[src/rtl/mux_scan_pkg.sv]
// Shared types and constants for the manual/scan channel selector.
package mux_scan_pkg;

    typedef enum logic {
        IDLE    = 1'b0,
        PRESENT = 1'b1
    } state_t;

    localparam logic MODE_MANUAL = 1'b0;
    localparam logic MODE_SCAN   = 1'b1;

endpackage

[src/rtl/chan_mux.sv]
// Combinational N_CH:1 selector of W-bit channels; out-of-range index yields zero.
module chan_mux #(
    parameter int N_CH  = 7,
    parameter int W     = 1,
    parameter int SEL_W = $clog2(N_CH)
) (
    input  logic [N_CH*W-1:0] din,
    input  logic [SEL_W-1:0]  idx,
    output logic [W-1:0]      dout
);

    always_comb begin
        // NOTE: default before the loop so every path assigns dout (no latch).
        dout = '0;
        for (int k = 0; k < N_CH; k++) begin
            if (idx == SEL_W'(k)) dout = din[k*W +: W];
        end
    end

endmodule

[src/rtl/mux_scan_sel.sv]
// Presents one manually selected channel, or scans all channels in order,
// through a valid/ready output register.
module mux_scan_sel
    import mux_scan_pkg::*;
#(
    parameter int N_CH  = 7,
    parameter int W     = 1,
    parameter int SEL_W = $clog2(N_CH)
) (
    input  logic              clk,
    input  logic              rst_n,
    input  logic [N_CH*W-1:0] din,
    input  logic              mode,
    input  logic [SEL_W-1:0]  sel,
    input  logic              start,
    input  logic              out_ready,
    output logic [W-1:0]      y,
    output logic [SEL_W-1:0]  ch_out,
    output logic              out_valid,
    output logic              busy,
    output logic              done,
    output logic              err
);

    state_t           state;
    logic             mode_q;
    logic [SEL_W-1:0] load_idx;
    logic [W-1:0]     mux_dout;
    logic             last;

    // The next channel to load: the request's first channel in IDLE, else the successor.
    always_comb begin
        load_idx = ch_out + SEL_W'(1);
        if (state == IDLE) load_idx = (mode == MODE_SCAN) ? '0 : sel;
    end

    assign last = (mode_q == MODE_MANUAL) || (ch_out == SEL_W'(N_CH - 1));
    assign busy = (state != IDLE);

    chan_mux #(.N_CH(N_CH), .W(W), .SEL_W(SEL_W)) u_chan_mux (
        .din  (din),
        .idx  (load_idx),
        .dout (mux_dout)
    );

    // NOTE: sequential state uses non-blocking assignments only.
    always_ff @(posedge clk or negedge rst_n) begin
        if (!rst_n) begin
            state     <= IDLE;
            mode_q    <= MODE_MANUAL;
            y         <= '0;
            ch_out    <= '0;
            out_valid <= 1'b0;
            done      <= 1'b0;
            err       <= 1'b0;
        end else begin
            done <= 1'b0;
            err  <= 1'b0;
            unique case (state)
                IDLE: begin
                    if (start) begin
                        if (mode == MODE_SCAN || int'(sel) < N_CH) begin
                            mode_q    <= mode;
                            y         <= mux_dout;
                            ch_out    <= load_idx;
                            out_valid <= 1'b1;
                            state     <= PRESENT;
                        end else begin
                            err <= 1'b1;
                        end
                    end
                end
                PRESENT: begin
                    if (out_ready) begin
                        if (last) begin
                            out_valid <= 1'b0;
                            done      <= 1'b1;
                            state     <= IDLE;
                        end else begin
                            y      <= mux_dout;
                            ch_out <= load_idx;
                        end
                    end
                end
                default: state <= IDLE;
            endcase
        end
    end

endmodule

[config.mk]
export PLATFORM = sky130hd
export DESIGN_NAME = mux_scan_sel
export DESIGN_NICKNAME = d
export VERILOG_FILES = /design/src/rtl/mux_scan_pkg.sv /design/src/rtl/chan_mux.sv /design/src/rtl/mux_scan_sel.sv
export SDC_FILE = /design/constraint.sdc
export NUM_CORES = 1
export LEC_CHECK = 0
export CORE_MARGIN = 10
export CORE_UTILIZATION = 31
export CTS_CLUSTER_DIAMETER = 150
export CTS_CLUSTER_SIZE = 10
export DETAILED_ROUTE_END_ITERATION = 8
export HOLD_SLACK_MARGIN = 0.06
export PLACE_DENSITY = 0.71
export SETUP_SLACK_MARGIN = 0.15
export SKIP_LAST_GASP = 1
export SYNTH_ARGS = -nofsm -noshare
export SYNTH_HDL_FRONTEND = slang
export SYNTH_HIERARCHICAL = 1
export SYNTH_SLANG_ARGS = --single-unit
[constraint.sdc]
create_clock -name clk -period 2.4 [get_ports clk]
set_clock_uncertainty 0.05 [all_clocks]
set_input_delay 0.24 -clock clk [delete_from_list [all_inputs] [get_ports clk]]
set_output_delay 0.24 -clock clk [all_outputs]
set_load 0.01 [all_outputs]
Yosys cells after proc, flatten, opt, wreduce, memory -nomap -nowiden. Cells that the tools add are included.

Register bits: 9. Bits of input ports: 15. Output and inout port bits: 8.

$add $sub $neg: 1. Order comparisons: 1. Eq/ne operators: 12. Mux-type cells: 35. Bitwise operators: 2. Reductions and logical operators: 6.

Operator list (count): 1-bit 2-to-1 mux (25); 3-bit 2-to-1 mux (6); 3-bit equality test (second input constant) (4); 4-bit AND reduction (2); 3-bit by 2-bit equality test with 1-bit output (second input constant) (2); 2-bit inequality test (second input constant) (3); 1-bit case mux with 2 select lines (3); 3-bit case mux with 2 select lines (1); 2-bit by 1-bit inequality test with 1-bit output (second input constant) (2); 3-bit by 1-bit adder with 3-bit output (second input constant) (1); 3-bit by 1-bit equality test with 1-bit output (second input constant) (1); 3-bit zero test (1); 3-bit < comparator (second input constant) (1); 3-bit AND reduction (1); 1-bit logical OR (2); 1-bit inverter (2).

Depth between registers and ports, before layout.
Depth in word-level cells: 13. Gate-level depth with buffers: 8. Mapped depth without buffers: 7.

Modules after synthesis. The synthesis kept the hierarchy.

Modules (own cells, without submodules): mux_scan_sel (times used 1, cells each 46, area an instance 525.5 um^2, sequential area each 225.2 um^2); chan_mux (times used 1, cells each 5, area an instance 56.3 um^2, sequential area each 0.0 um^2).

Least setup slack after synthesis. Ideal clock, no wire load.

Kind: register to register. Start: reg ch_out[0]. End: reg y. Library setup time: 0.125 ns. Arrival: 2.175 ns. Required time: 2.225 ns. Setup slack: 0.050 ns. Stages on the path, launching flop included: 7. Cell sequence: dfrtp_1 > inv_1 > ha_1 > o21ai_0 > mux4_2 > mux2_2 > mux2_4.

Longest elaborated chain between the ends: 13.

RTL lines: start: declaration (RTL line mux_scan_sel.sv:18) `output logic [SEL_W-1:0] ch_out,`; start signal: assignment (RTL line mux_scan_sel.sv:65) `ch_out <= load_idx;`; start signal: assignment (RTL line mux_scan_sel.sv:81) `ch_out <= load_idx;`; 3-bit by 1-bit adder with 3-bit output * (RTL line mux_scan_sel.sv:33) `load_idx = ch_out + SEL_W'(1);`; 3-bit 2-to-1 mux * (RTL line mux_scan_sel.sv:34) `if (state == IDLE) load_idx = (mode == MODE_SCAN) ? '0 : sel;`; net load_idx[1] (RTL line mux_scan_sel.sv:27) `logic [SEL_W-1:0] load_idx;`; 3-bit zero test (RTL line chan_mux.sv:16) `if (idx == SEL_W'(k)) dout = din[k*W +: W];`; 1-bit 2-to-1 mux (6 in series) (RTL line chan_mux.sv:16); 1-bit 2-to-1 mux * (RTL line chan_mux.sv:16); net mux_dout (RTL line mux_scan_sel.sv:28) `logic [W-1:0] mux_dout;`; 1-bit 2-to-1 mux, on equally long branches (RTL line mux_scan_sel.sv:75, mux_scan_sel.sv:62); 1-bit 2-to-1 mux, on equally long branches (RTL line mux_scan_sel.sv:74, mux_scan_sel.sv:61); 1-bit case mux with 2 select lines * (RTL line mux_scan_sel.sv:59) `unique case (state)`; end signal: assignment (RTL line mux_scan_sel.sv:64) `y <= mux_dout;`; end signal: assignment (RTL line mux_scan_sel.sv:80) `y <= mux_dout;`; end: declaration (RTL line mux_scan_sel.sv:17) `output logic [W-1:0] y,`.

Mark *: on every way through the listed nets, which the timed path passes. The rest lies on a longest branch. The select of a mux whose other input is x is not followed. A chain may end at the register's enable or synchronous reset.

Worst setup path in the final report.
Start: reg ch_out[1]. End: reg y.

The elaborated chain is that of the path after synthesis.

==> results.yml <==
cts:
  htree_levels: 1
  cts_buffers: 3
  clkTransAtPathRegs_ns: 0.06
  cts_sinks: 9
  root_buffer: "clkbuf_4"
  clk_path_buf_depth: 2
  postCtsHoldBufs: 0
  cts_tree: "done"
  clkLatencyLatePin_ns: 0.26
power_and_ir_drop:
  peakVddDrop_mv: 0.475
  p_leak_nw: 0.390
  powerDensity_nw_per_um2: 1190
  total_power_mw: 1.06
critical_path:
  cp-startpoint: "ch_out[1]$_DFFE_PN0P_"
  crit_type: "flop to flop"
  reg2reg_setup_slack_ns: 0.28
  r2r-start: "ch_out[1]$_DFFE_PN0P_"
  path_max_fanout: 4
  end_kind: "flop"
  reg2reg_to: "y$_DFFE_PN0P_"
  critPathCapture: "y$_DFFE_PN0P_"
  worstPathArrival_ns: 2.21
  rr_worst_depth: 6
  cp.required_ns: 2.50
  crit_path_start_kind: "flop"
run:
  maxCapViolations: 0
drt:
  drc: 0
  routed-via-count: 487
  routedWlPerCell_um: 14.7
  vias_per_cell: 4.64
  first_pass_iters: 4
  drt-total-wl_um: 1540
  ant_nets: 0
  initialDrtViolationCount: 4
logic_synthesis:
  synthFlopType: "dfrtp_1"
  synth_common_cells: "9 x dfrtp_1, 9 x nand2_1, 4 x o21ai_0, 3 x mux2_4"
  yosys.area_share.simple: 0.178
  synth.yosys.seq_area_share: 0.387
  syn_nets: 68
  ys_seq_elements: 9
  syn_inst: 51
  synth_xor_area_frac: 0.0151
  yosys_warnings: 6
  syn_area_um2: 582
  synthMuxAreaShare: 0.209
  synthAdderAreaFrac: 0.0430
  synth_edf_count: 0
  synth_compound_gate_area_share: 0.135
  synth_top_cell_by_area: "dfrtp_1"
  synthArstFlopShare: 1.00
  ys_types: 25
  synth.avg_cell_area_um2: 11.4
  synth_top_area_share: 0.387
  synth_top_family_by_area: "multiplexers"
  synth_top_cells_by_area: "dfrtp_1 39%, mux2_4 7.7%, nand2_1 5.8%"
layout:
  nNetsFinal: 98
  seq_area_um2: 225
  fillers: 164
  diodes: 0
  multi_input_area_um2: 354
  area_delta_synth_final_pct: 53.8
  drive_gt1_frac: 0.275
hold_path:
  worstHoldPathType: "input pin to asynchronous set/reset pin"
die:
  die_y_um: 63.3
  die_x_um: 63.3
  initial_core_util: 0.333
  dieArea_um2: 4010
  rows: 15
  ios: 23
  coreArea_um2: 1750
placed_design:
  place_congestion: 0.817
  dp_hpwl_um: 1210
  io_buffers: 22
  place_ws_ns: 0.139
global_routing:
  overflow: 0
  antenna_found_initial: 0
  track_usage: 0.0782
  grt_pass1_wl_um: 2470
  first_global_vias: 504
  grt_max_degree: 10
sta:
  slew_headroom: 0.712
  setup-violations-final: 0
  finalHoldViolations: 0
  min_period_over_period: 0.881
  finalCriticalPeriod_ns: 2.12
  slew_violations: 0
  worstMarginPinSlew_ns: 0.431
  max_freq_ghz: 0.473
  rsz0062_at_grt: "false"
  fin_setup_tns_ns: 0
  setup_ws_ns: 0.284
status:
  status: "completed"
==> cell type report <==
| cell class | instances | area share |
|---|---|---|
| multi-input cells | 39 | 0.396 |
| clock buffers | 4 | 0.0294 |
| well taps | 25 | 0.0350 |
| flip-flops and latches | 9 | 0.252 |
| repair buffers | 26 | 0.280 |
| inverters | 2 | 0.00839 |
==> stage by stage <==
step	hold WS [ns]	util	cells	area, um^2
after floorplan	-0.106	-	51	582
after global placement	0.453	0.480	99	837
after detailed placement	0.448	0.480	99	837
after CTS	0.239	0.495	103	863
after global routing	0.244	0.513	105	895
final	0.232	0.513	105	895
==> metal layers <==
layer / global-route usage / share of wire / vias to the layer above
li1: - / - / 238
met1: 0.0948 / 0.45 / 236
met2: 0.118 / 0.52 / 13
met3: 0.0371 / 0.032 / 0
met4: 0.0246 / 0 / 0
met5: 0 / 0 / -
==> how the worst min path moves through the flow <==
stage	startpoint	slack, ns	end	cells after the start
detailed placement	mode_q$_DFFE_PN0P_	0.45	mode_q$_DFFE_PN0P_	1
finish	rst_n	0.23	ch_out[0]$_DFFE_PN0P_	1
CTS	rst_n	0.24	err$_DFF_PN0_	1
global placement	mode_q$_DFFE_PN0P_	0.45	mode_q$_DFFE_PN0P_	1
floorplan	rst_n	-0.11	busy$_DFF_PN0_	0
global route	rst_n	0.24	err$_DFF_PN0_	1
==> cell families after synthesis <==
| logic type | after synthesis |
|---|---|
| adder cells (fa/ha/maj) | 2 |
| flip-flops | 9 |
| AO/OA/AOI/OAI | 10 |
| multiplexers | 9 |
| AND/OR/NAND/NOR | 17 |
| XOR/XNOR | 1 |
| buffers and inverters | 3 |
==> flip-flops by register name (all words and copies together) (netlist names) <==
signal	cells
ch_out	3
busy	1
done	1
err	1
mode_q	1
out_valid	1
y	1
==> critical path: stages (launching register included) <==
cell	delay [ns]
dfrtp_1	0.44
ha_1	0.22
xnor2_1	0.12
o21ai_1	0.31
mux4_2	0.35
mux2_2	0.27
mux2_4	0.25
==> report_power, final <==
group | switching [mW] | internal (mW) | total (mW)
registers | 0.0768 | 0.216 | 0.293
clock network | 0.0537 | 0.0641 | 0.118
logic | 0.263 | 0.391 | 0.653
total | 0.393 | 0.671 | 1.06
==> what timing repair did <==
item	4_1_cts	5_1_grt
pin swaps	0	1
endpoints found under the hold margin	0	0
resized for setup	1	3
setup endpoints to repair	1	1
setup buffers	0	2
==> layout by cell type (no fill, tap or decap), drive strengths merged <==
cell type / count
a21bo: 1
a21oi: 2
and2b: 1
buf: 4
clkbuf: 4
clkdlybuf4s50: 22
dfrtp: 9
ha: 2
inv: 2
mux2: 6
mux2i: 2
mux4: 1
nand2: 9
nand3: 1
nand3b: 1
nand4b: 1
nor2: 2
nor3: 1
nor3b: 1
o211a: 1
o21ai: 5
o22ai: 1
xnor2: 1
No activity file was read; power rests on OpenSTA's default activity.
